### config.mk
export PLATFORM = sky130hd
export DESIGN_NAME = scr_trigger_gen_flat
export DESIGN_NICKNAME = d
export VERILOG_FILES = /design/src/rtl/scr_timing_pkg.sv /design/src/rtl/scr_trigger_gen_if.sv /design/src/rtl/zc_sync_edge.sv /design/src/rtl/scr_trigger_gen.sv /design/src/flat_wrapper.sv
export SDC_FILE = /design/constraint.sdc
export NUM_CORES = 1
export LEC_CHECK = 0
export CAP_MARGIN = 10
export CORE_MARGIN = 3
export CORE_UTILIZATION = 50
export DETAILED_ROUTE_END_ITERATION = 16
export PLACE_DENSITY_LB_ADDON = 0.05
export SYNTH_ARGS = -nofsm -noshare
export SYNTH_HDL_FRONTEND = slang
export SYNTH_SLANG_ARGS = --single-unit
### constraint.sdc
create_clock -name i_clk_50m -period 2.3 [get_ports i_clk_50m]
set_input_delay 0.23 -clock i_clk_50m [delete_from_list [all_inputs] [get_ports i_clk_50m]]
set_output_delay 0.23 -clock i_clk_50m [all_outputs]
set_load 0.05 [all_outputs]
### src/rtl/scr_timing_pkg.sv
// scr_timing_pkg: timing defaults and FSM encodings shared by the SCR trigger generator and breakdown detector
package scr_timing_pkg;
  localparam logic [19:0] HALF_CYCLE_DEF   = 20'd500000;
  localparam logic [16:0] PULSE_WIDTH_DEF  = 17'd25000;
  localparam logic [16:0] SYNC_TIMEOUT_DEF = 17'd100000;
  localparam logic [2:0] ST_IDLE      = 3'd0;
  localparam logic [2:0] ST_WAIT_SYNC = 3'd1;
  localparam logic [2:0] ST_FWD_PULSE = 3'd2;
  localparam logic [2:0] ST_FWD_GAP   = 3'd3;
  localparam logic [2:0] ST_NEG_PULSE = 3'd4;
  localparam logic [2:0] ST_NEG_GAP   = 3'd5;
  function automatic logic is_pulse(input logic [2:0] s);
    return s == ST_FWD_PULSE || s == ST_NEG_PULSE;
  endfunction
endpackage

### src/rtl/scr_trigger_gen_if.sv
// scr_trigger_gen_if: run control, zero-cross input and trigger outputs of the SCR trigger generator
interface scr_trigger_gen_if;
  logic        i_enable;
  logic        i_zero_cross;
  logic        o_signal_forward;
  logic        o_signal_negative;
  logic        o_signal_forbid;
  logic        o_sync_lost;
  logic        o_cycle_done;
  logic [15:0] o_cycle_count;
  modport master (
    output i_enable, i_zero_cross,
    input  o_signal_forward, o_signal_negative, o_signal_forbid, o_sync_lost, o_cycle_done, o_cycle_count
  );
  modport slave (
    input  i_enable, i_zero_cross,
    output o_signal_forward, o_signal_negative, o_signal_forbid, o_sync_lost, o_cycle_done, o_cycle_count
  );
endinterface

### src/rtl/zc_sync_edge.sv
// zc_sync_edge: two-flop synchroniser for the mains zero-cross pulse plus rising-edge detect
module zc_sync_edge (
  input  logic i_clk_50m,
  input  logic i_rst_n,
  input  logic zc_async,
  output logic zc_edge
);
  logic [2:0] sh;
  always_ff @(posedge i_clk_50m or negedge i_rst_n)
    if (!i_rst_n) sh <= '0;
    else sh <= {sh[1:0], zc_async};
  assign zc_edge = sh[1] & ~sh[2];
endmodule

### src/rtl/scr_trigger_gen.sv
// scr_trigger_gen: zero-cross synchronised forward/negative SCR trigger pulse generator
module scr_trigger_gen
  import scr_timing_pkg::*;
#(
  parameter logic [19:0] HALF_CYCLE   = HALF_CYCLE_DEF,
  parameter logic [16:0] PULSE_WIDTH  = PULSE_WIDTH_DEF,
  parameter logic [16:0] SYNC_TIMEOUT = SYNC_TIMEOUT_DEF
) (
  input logic              i_clk_50m,
  input logic              i_rst_n,
  scr_trigger_gen_if.slave bus
);
  logic        zc_edge;
  logic [2:0]  state, nxt;
  logic [19:0] phase;
  logic [16:0] wait_cnt;
  logic [15:0] cycle_count;
  logic        timeout, pulse_end, half_end, finish;
  logic        forward, negative, forbid, sync_lost, cycle_done;
  zc_sync_edge u_zc (
    .i_clk_50m (i_clk_50m),
    .i_rst_n   (i_rst_n),
    .zc_async  (bus.i_zero_cross),
    .zc_edge   (zc_edge)
  );
  assign timeout   = wait_cnt == SYNC_TIMEOUT - 17'd1;
  assign pulse_end = phase == {3'd0, PULSE_WIDTH} - 20'd1;
  assign half_end  = phase == HALF_CYCLE - 20'd1;
  assign finish    = state == ST_NEG_GAP && bus.i_enable && half_end;
  // pulses always run to completion; enable is only honoured outside them
  always_comb begin
    nxt = state;
    case (state)
      ST_IDLE:      nxt = bus.i_enable ? ST_WAIT_SYNC : ST_IDLE;
      ST_WAIT_SYNC: nxt = !bus.i_enable ? ST_IDLE : (zc_edge || timeout) ? ST_FWD_PULSE : ST_WAIT_SYNC;
      ST_FWD_PULSE: nxt = !pulse_end ? ST_FWD_PULSE : bus.i_enable ? ST_FWD_GAP : ST_IDLE;
      ST_FWD_GAP:   nxt = !bus.i_enable ? ST_IDLE : half_end ? ST_NEG_PULSE : ST_FWD_GAP;
      ST_NEG_PULSE: nxt = !pulse_end ? ST_NEG_PULSE : bus.i_enable ? ST_NEG_GAP : ST_IDLE;
      ST_NEG_GAP:   nxt = !bus.i_enable ? ST_IDLE : half_end ? ST_WAIT_SYNC : ST_NEG_GAP;
      default:      nxt = ST_IDLE;
    endcase
  end
  always_ff @(posedge i_clk_50m or negedge i_rst_n)
    if (!i_rst_n) begin
      state       <= ST_IDLE;
      phase       <= '0;
      wait_cnt    <= '0;
      cycle_count <= '0;
      forward     <= 1'b0;
      negative    <= 1'b0;
      forbid      <= 1'b1;
      sync_lost   <= 1'b0;
      cycle_done  <= 1'b0;
    end else begin
      state      <= nxt;
      phase      <= (is_pulse(nxt) && nxt != state) ? '0 : phase + 20'd1;
      wait_cnt   <= state == ST_WAIT_SYNC ? wait_cnt + 17'd1 : '0;
      forward    <= state == ST_FWD_PULSE;
      negative   <= state == ST_NEG_PULSE;
      forbid     <= state == ST_IDLE;
      cycle_done <= finish;
      if (finish) cycle_count <= cycle_count + 16'd1;
      if (state == ST_WAIT_SYNC && nxt == ST_FWD_PULSE) sync_lost <= !zc_edge;
    end
  assign bus.o_signal_forward  = forward;
  assign bus.o_signal_negative = negative;
  assign bus.o_signal_forbid   = forbid;
  assign bus.o_sync_lost       = sync_lost;
  assign bus.o_cycle_done      = cycle_done;
  assign bus.o_cycle_count     = cycle_count;
endmodule
### src/flat_wrapper.sv
// flat-port wrapper written by rule: the top's interface ports become plain ports
module scr_trigger_gen_flat import scr_timing_pkg::*;
#(
  parameter logic [19:0] HALF_CYCLE   = HALF_CYCLE_DEF,
  parameter logic [16:0] PULSE_WIDTH  = PULSE_WIDTH_DEF,
  parameter logic [16:0] SYNC_TIMEOUT = SYNC_TIMEOUT_DEF
)
  (i_clk_50m, i_rst_n, bus_i_enable, bus_i_zero_cross, bus_o_signal_forward, bus_o_signal_negative, bus_o_signal_forbid, bus_o_sync_lost, bus_o_cycle_done, bus_o_cycle_count);
  scr_trigger_gen_if bus_i ();
  input logic i_clk_50m;
  input logic i_rst_n;
  input wire logic [$bits(bus_i.i_enable)-1:0] bus_i_enable;
  input wire logic [$bits(bus_i.i_zero_cross)-1:0] bus_i_zero_cross;
  output wire logic [$bits(bus_i.o_signal_forward)-1:0] bus_o_signal_forward;
  output wire logic [$bits(bus_i.o_signal_negative)-1:0] bus_o_signal_negative;
  output wire logic [$bits(bus_i.o_signal_forbid)-1:0] bus_o_signal_forbid;
  output wire logic [$bits(bus_i.o_sync_lost)-1:0] bus_o_sync_lost;
  output wire logic [$bits(bus_i.o_cycle_done)-1:0] bus_o_cycle_done;
  output wire logic [$bits(bus_i.o_cycle_count)-1:0] bus_o_cycle_count;
  assign bus_i.i_enable = bus_i_enable;
  assign bus_i.i_zero_cross = bus_i_zero_cross;
  assign bus_o_signal_forward = bus_i.o_signal_forward;
  assign bus_o_signal_negative = bus_i.o_signal_negative;
  assign bus_o_signal_forbid = bus_i.o_signal_forbid;
  assign bus_o_sync_lost = bus_i.o_sync_lost;
  assign bus_o_cycle_done = bus_i.o_cycle_done;
  assign bus_o_cycle_count = bus_i.o_cycle_count;
  scr_trigger_gen #(.HALF_CYCLE(HALF_CYCLE), .PULSE_WIDTH(PULSE_WIDTH), .SYNC_TIMEOUT(SYNC_TIMEOUT)) u_core (.i_clk_50m(i_clk_50m), .i_rst_n(i_rst_n), .bus(bus_i));
endmodule
[Word-level counts from Yosys, hierarchy flattened]
Cells that the tools add are included.
Storage, ports and cells
  bits in registers: 64
  latch bits: 0
  bits in writable memories: 0
  memory bits (read-only): 0
  input port bits: 4
  memories kept: 0
Cells by class
  add/sub/neg operators: 3
  $mul: 0
  div/mod/pow operators: 0
  magnitude comparators: 0
  equality and inequality tests: 11
  shifts and indexed selects: 0
  mux-type cells: 14
  bitwise operators: 2
  reduce and logical (&&, ||, !) cells: 8
Operator list (count)
  2-to-1 mux 3 bit: 8
  adder 20 x 1 -> 20 bit, second input constant: 1
  == test 20 x 15 -> 1 bit, second input constant: 1
  == test 20 x 19 -> 1 bit, second input constant: 1
  2-to-1 mux 20 bit: 1
  case mux 3 bit (6 select lines): 1
  adder 17 x 1 -> 17 bit, second input constant: 1
  == test 17 bit, second input constant: 1
  2-to-1 mux 17 bit: 1
  adder 16 x 1 -> 16 bit, second input constant: 1
  == test 3 x 2 -> 1 bit, second input constant: 3
  == test 3 bit, second input constant: 3
  logical AND 1 bit: 4
  2-to-1 mux 2 bit: 2
  == test 3 x 1 -> 1 bit, second input constant: 1
  zero test 3 bit: 1
  inequality test 3 bit: 1
  logical OR 1 bit: 2
  bitwise AND 1 bit: 1
  zero test 1 bit: 1
  2-to-1 mux 1 bit: 1
  inverter 1 bit: 1

[Depth between registers and ports, before layout]
  depth after elaboration: 10
  mapped depth: 7
  gate-level depth less buffers: 6

[Cells and area by module]
From an unflattened synthesis, not the netlist that was laid out.
Second synthesis, totals
  cells, all modules: 296
  area, all modules: 3035.4 µm²
Modules (own cells, without submodules)
  scr_trigger_gen: instances 1, cells an instance 292, area each 2946.6 µm², sequential area each 1527.7 µm²
  zc_sync_edge: instances 1, cells an instance 4, area each 88.8 µm², sequential area each 75.1 µm²

[Worst setup path before layout]
OpenSTA, ideal clock, no wires.
  path type: reg2reg
  start point: register u_core.phase[10]
  end point: register u_core.phase[0]
  data arrival time: 2255 ps
  required time: 2219 ps
  slack: -36 ps
  stages on the path, launching flop included: 7
  clock period less this slack: 2336 ps
  cells stage by stage: dfrtp_1 or4_4 or3_4 or4_1 o211a_2 buf_6 a31oi_2
On the way
  cells in the longest elaborated chain, start to end: 8
  elaborated cells between the ends (all ways): 15
RTL lines
  start: declaration: line scr_trigger_gen.sv:15  | logic [19:0] phase;
  start signal: assignment: line scr_trigger_gen.sv:56  | phase <= (is_pulse(nxt) && nxt != state) ? '0 : phase + 20'd1;
  == test 20 x 19 -> 1 bit: line scr_trigger_gen.sv:28  | assign half_end = phase == HALF_CYCLE - 20'd1;
  2-to-1 mux 3 bit (on tied branches) (2 in a row): line scr_trigger_gen.sv:37, scr_trigger_gen.sv:39
  case mux 3 bit (6 select lines) *: line scr_trigger_gen.sv:33  | case (state)
  == test 3 x 2 -> 1 bit / == test 3 bit (equally long branches): line scr_timing_pkg.sv:13  | return s == ST_FWD_PULSE || s == ST_NEG_PULSE;
  logical OR 1 bit: line scr_timing_pkg.sv:13
  logical AND 1 bit *: line scr_trigger_gen.sv:56
  2-to-1 mux 20 bit *: line scr_trigger_gen.sv:56
Mark *: on every way between the ends. The rest lies on a longest branch, timed or not.
A chain may end at the register's enable or synchronous reset.

[Worst setup path in the final report]
  start point: register u_core.phase[19]
  end point: register u_core.phase[4]
The elaborated chain is that of the path after synthesis.

==> out/metrics.yaml <==
seq_area_frac_synth_pct: 48.76
slowest_stage: "or4_4"
synth_adder_area_share_pct: 1.142
globalplace.congestion: 0.8356
antenna_cells: 0
synthTopCellsByCount: "dfrtp_1, xnor2_1, nor2_1, nand3_1, xor2_1"
crit_buf_inv: 1
worstSetupPathType: "reg2reg"
finalHoldViolations: 0
port_buffers: 24
ys.flop_type: "dfrtp_1"
groute.usage.overall_pct: 19.05
gr-total-overflow: 0
vias: 2487
syn_to_final_growth_pct: 32.62
first_iter_violations: 109
dieArea_mm2: 0.007583
dp_slack_ns: -0.07261
clock_skew_ns: 0.004919
grt_first_pass_wirelength_mm: 11.21
cp_data_required_time_ns: 2.56
cts_tree: "built"
yosysMostFrequentCell: "dfrtp_1"
detail_route.wirelength_mm: 7.258
worstPathMaxFanout: 5
clkSinkCount: 64
drc: 0
cts_root_buf: "clkbuf_8"
synth.distinct_cells: 51
synthArstFlopShare_pct: 100.0
avgViaCountPerCell: 5.564
tightestPinTransition_ns: 0.6186
synth_top_area_share_pct: 47.96
cp.arrival_ns: 2.67
setup_viol: 19
path_clk_slew_ns: 0.07
htree_num_levels: 3
synth_top_family_by_area: "simple AND/OR/NAND/NOR gates"
cap_violations: 0
syn-num-nets: 308
dr.pass1.iters: 5
core_mm2: 0.006131
synth-compound-area-share_pct: 11.12
grt_pass1_vias: 2462
period_needed_ns: 2.410
ant_nets: 0
cp_common_cell: "or4_4"
fmax_ghz: 0.4150
vdd_drop_max_mv: 0.8116
violations: "negative setup slack"
grt_start_max_net_pins: 40
synth_area_leaders: "dfrtp_1, xnor2_1, a31oi_2"
relSlewSlack_pct: 58.38
power.density_mw_per_mm2: 836.9
worst_slack_ns: -0.1096
synth_mux_area_share_pct: 0.6852
hp-class: "reg2reg"
synth-edff-count: 0
yosys.area_share.simple_pct: 22.76
path_delay_family: "simple AND/OR/NAND/NOR gates"
clockBufferDepth: 2
cp_cell_sequence: "or4_4 > or3_4 > or4_4 > o211a_4 > clkbuf_16 > a31oi_2"
rsz0062_at_grt: "yes"
dp_hpwl_mm: 4.640
worst_path_largest_cell_delay_ns: 0.55
whs_ns: 0.3493
syn_area_mm2: 0.003287
endpoint_kind: "flip-flop"
fin_nets: 374
leakagePower_uw: 0.001760
ys_seq_elements: 64
synth_warnings: 0
rows: 28
status: "complete, but fails checks"
start_kind: "flip-flop"
grt_antenna_before_repair: 0
num_io_pins: 25
synthCells: 301
synthXorXnorAreaFrac_pct: 12.52
syn_avg_cell_area_um2: 10.92
die_w_um: 87.08
synth_top_area_cell: "dfrtp_1"
initial_utilization_pct: 53.61
fp.dieH_um: 87.08
drive_above_1_share_pct: 25.54
cts_buffers: 9
wl_per_cell_um: 16.24
finalCritPeriodShare_pct: 104.8
clock_latency_ns: 0.34
finalMaxSlewViolations: 0
sequential cells by signal (all words and copies together), names as in the netlist:
name                          count
u_core.phase                     20
u_core.wait_cnt                  17
u_core.bus.o_cycle_count         16
u_core.state                      3
u_core.u_zc.sh                    3
u_core.bus.o_cycle_done           1
u_core.bus.o_signal_forbid        1
u_core.bus.o_signal_forward       1
u_core.bus.o_signal_negative      1
u_core.bus.o_sync_lost            1
cells in the final DEF, fill, tap and decap left out, drive strengths merged, types with 2 or more instances in the layout:
| cell type | synthesis | routed |
|---|---|---|
| a21o | 2 | 2 |
| a31oi | 19 | 19 |
| and2 | 3 | 3 |
| and3 | 10 | 10 |
| and4 | 5 | 5 |
| buf | 8 | 37 |
| clkbuf | 1 | 16 |
| clkdlybuf4s50 | 0 | 23 |
| clkinv | 0 | 2 |
| dfrtp | 63 | 63 |
| ha | 3 | 3 |
| inv | 9 | 9 |
| mux2 | 2 | 2 |
| nand2 | 18 | 18 |
| nand3 | 20 | 20 |
| nand4 | 16 | 16 |
| nor2 | 25 | 25 |
| nor3 | 5 | 5 |
| nor4 | 6 | 6 |
| nor4b | 2 | 2 |
| nor4bb | 3 | 3 |
| o21ai | 8 | 8 |
| or2 | 2 | 2 |
| or3 | 3 | 3 |
| or3b | 2 | 2 |
| or4 | 3 | 3 |
| xnor2 | 28 | 28 |
| xor2 | 19 | 19 |
cells by family (layout without fill, tap and decap cells):
kind of cell | after synthesis | in the layout
buffers and inverters | 18 | 89
AND/OR/NAND/NOR | 131 | 131
flip-flops | 64 | 64
adder cells (fa/ha/maj) | 3 | 3
AO/OA/AOI/OAI | 36 | 36
XOR/XNOR | 47 | 47
multiplexers | 2 | 2
where the power goes:
group          internal (uW)  leakage [uW]  switching [uW]
logic                    581      0.000792             763
registers               1250      0.000865            82.6
clock network            557      0.000103             414
layer usage:
| layer | up-vias | GRT usage (%) | wire length [um] |
|---|---|---|---|
| met5 | - | 0 | 0 |
| met4 | 0 | 8.782 | 64 |
| met1 | 1232 | 23.86 | 3210 |
| met3 | 5 | 3.500 | 215 |
| met2 | 33 | 31.82 | 3768 |
| li1 | 1217 | - | - |
worst register-to-register path, delay by kind of cell (launching register included):
| kind | cells | cell delay, ns |
|---|---|---|
| buffers and inverters | 1 | 0.18 |
| DFF | 1 | 0.38 |
| AOI/OAI and AO/OA | 2 | 0.34 |
| and+or+nand+nor | 3 | 1.44 |
area by class of cell:
type / count / area [um^2]
clock buffers: 13 / 158.9
flip-flops and latches: 64 / 1603
well taps: 75 / 93.84
inverters: 9 / 33.78
repair buffers: 64 / 673.1
fillers: 460 / 1772
multi-input cells: 219 / 1757
clock inverters: 3 / 40.04
final timing paths:
check                                            startpoint                                   end  slack, ns  cells after the start
min in group asynchronous                           i_rst_n          u_core.wait_cnt[6]$_DFF_PN0_       0.43                      2
worst max register to register   u_core.phase[19]$_DFF_PN0_             u_core.phase[4]$_DFF_PN0_      -0.11                      6
max in group asynchronous                           i_rst_n  u_core.bus.o_signal_forbid$_DFF_PN1_       1.17                      3
worst min register to register  u_core.u_zc.sh[0]$_DFF_PN0_           u_core.u_zc.sh[1]$_DFF_PN0_       0.35                      0
worst min-delay path            u_core.u_zc.sh[0]$_DFF_PN0_           u_core.u_zc.sh[1]$_DFF_PN0_       0.35                      0
worst max-delay path             u_core.phase[19]$_DFF_PN0_             u_core.phase[4]$_DFF_PN0_      -0.11                      6
through the flow:
stage,area [um^2],power [uW],setup TNS (ns),utilization (%),instances
2_1_floorplan,3308,2022,0,-,301
3_3_place_gp,3902,2391,-0.3073,63.65,425
3_5_place_dp,3902,2406,-0.7970,63.65,425
4_1_cts,4134,3396,-1.261,67.43,443
5_1_grt,4359,3820,-2.090,71.10,447
6_report,4359,3648,-1.358,71.10,447
what timing repair did:
action / 4_1_cts / 5_1_grt
pin swaps: 1 / 2
setup buffers: 1 / 0
gates cloned: 0 / 4
setup endpoints to repair: 21 / 23
gates resized for setup: 3 / 22
hold endpoints to repair: 25 / 0
hold buffers: 1 / 0
Note: power is estimated with default switching activity, not from simulation.
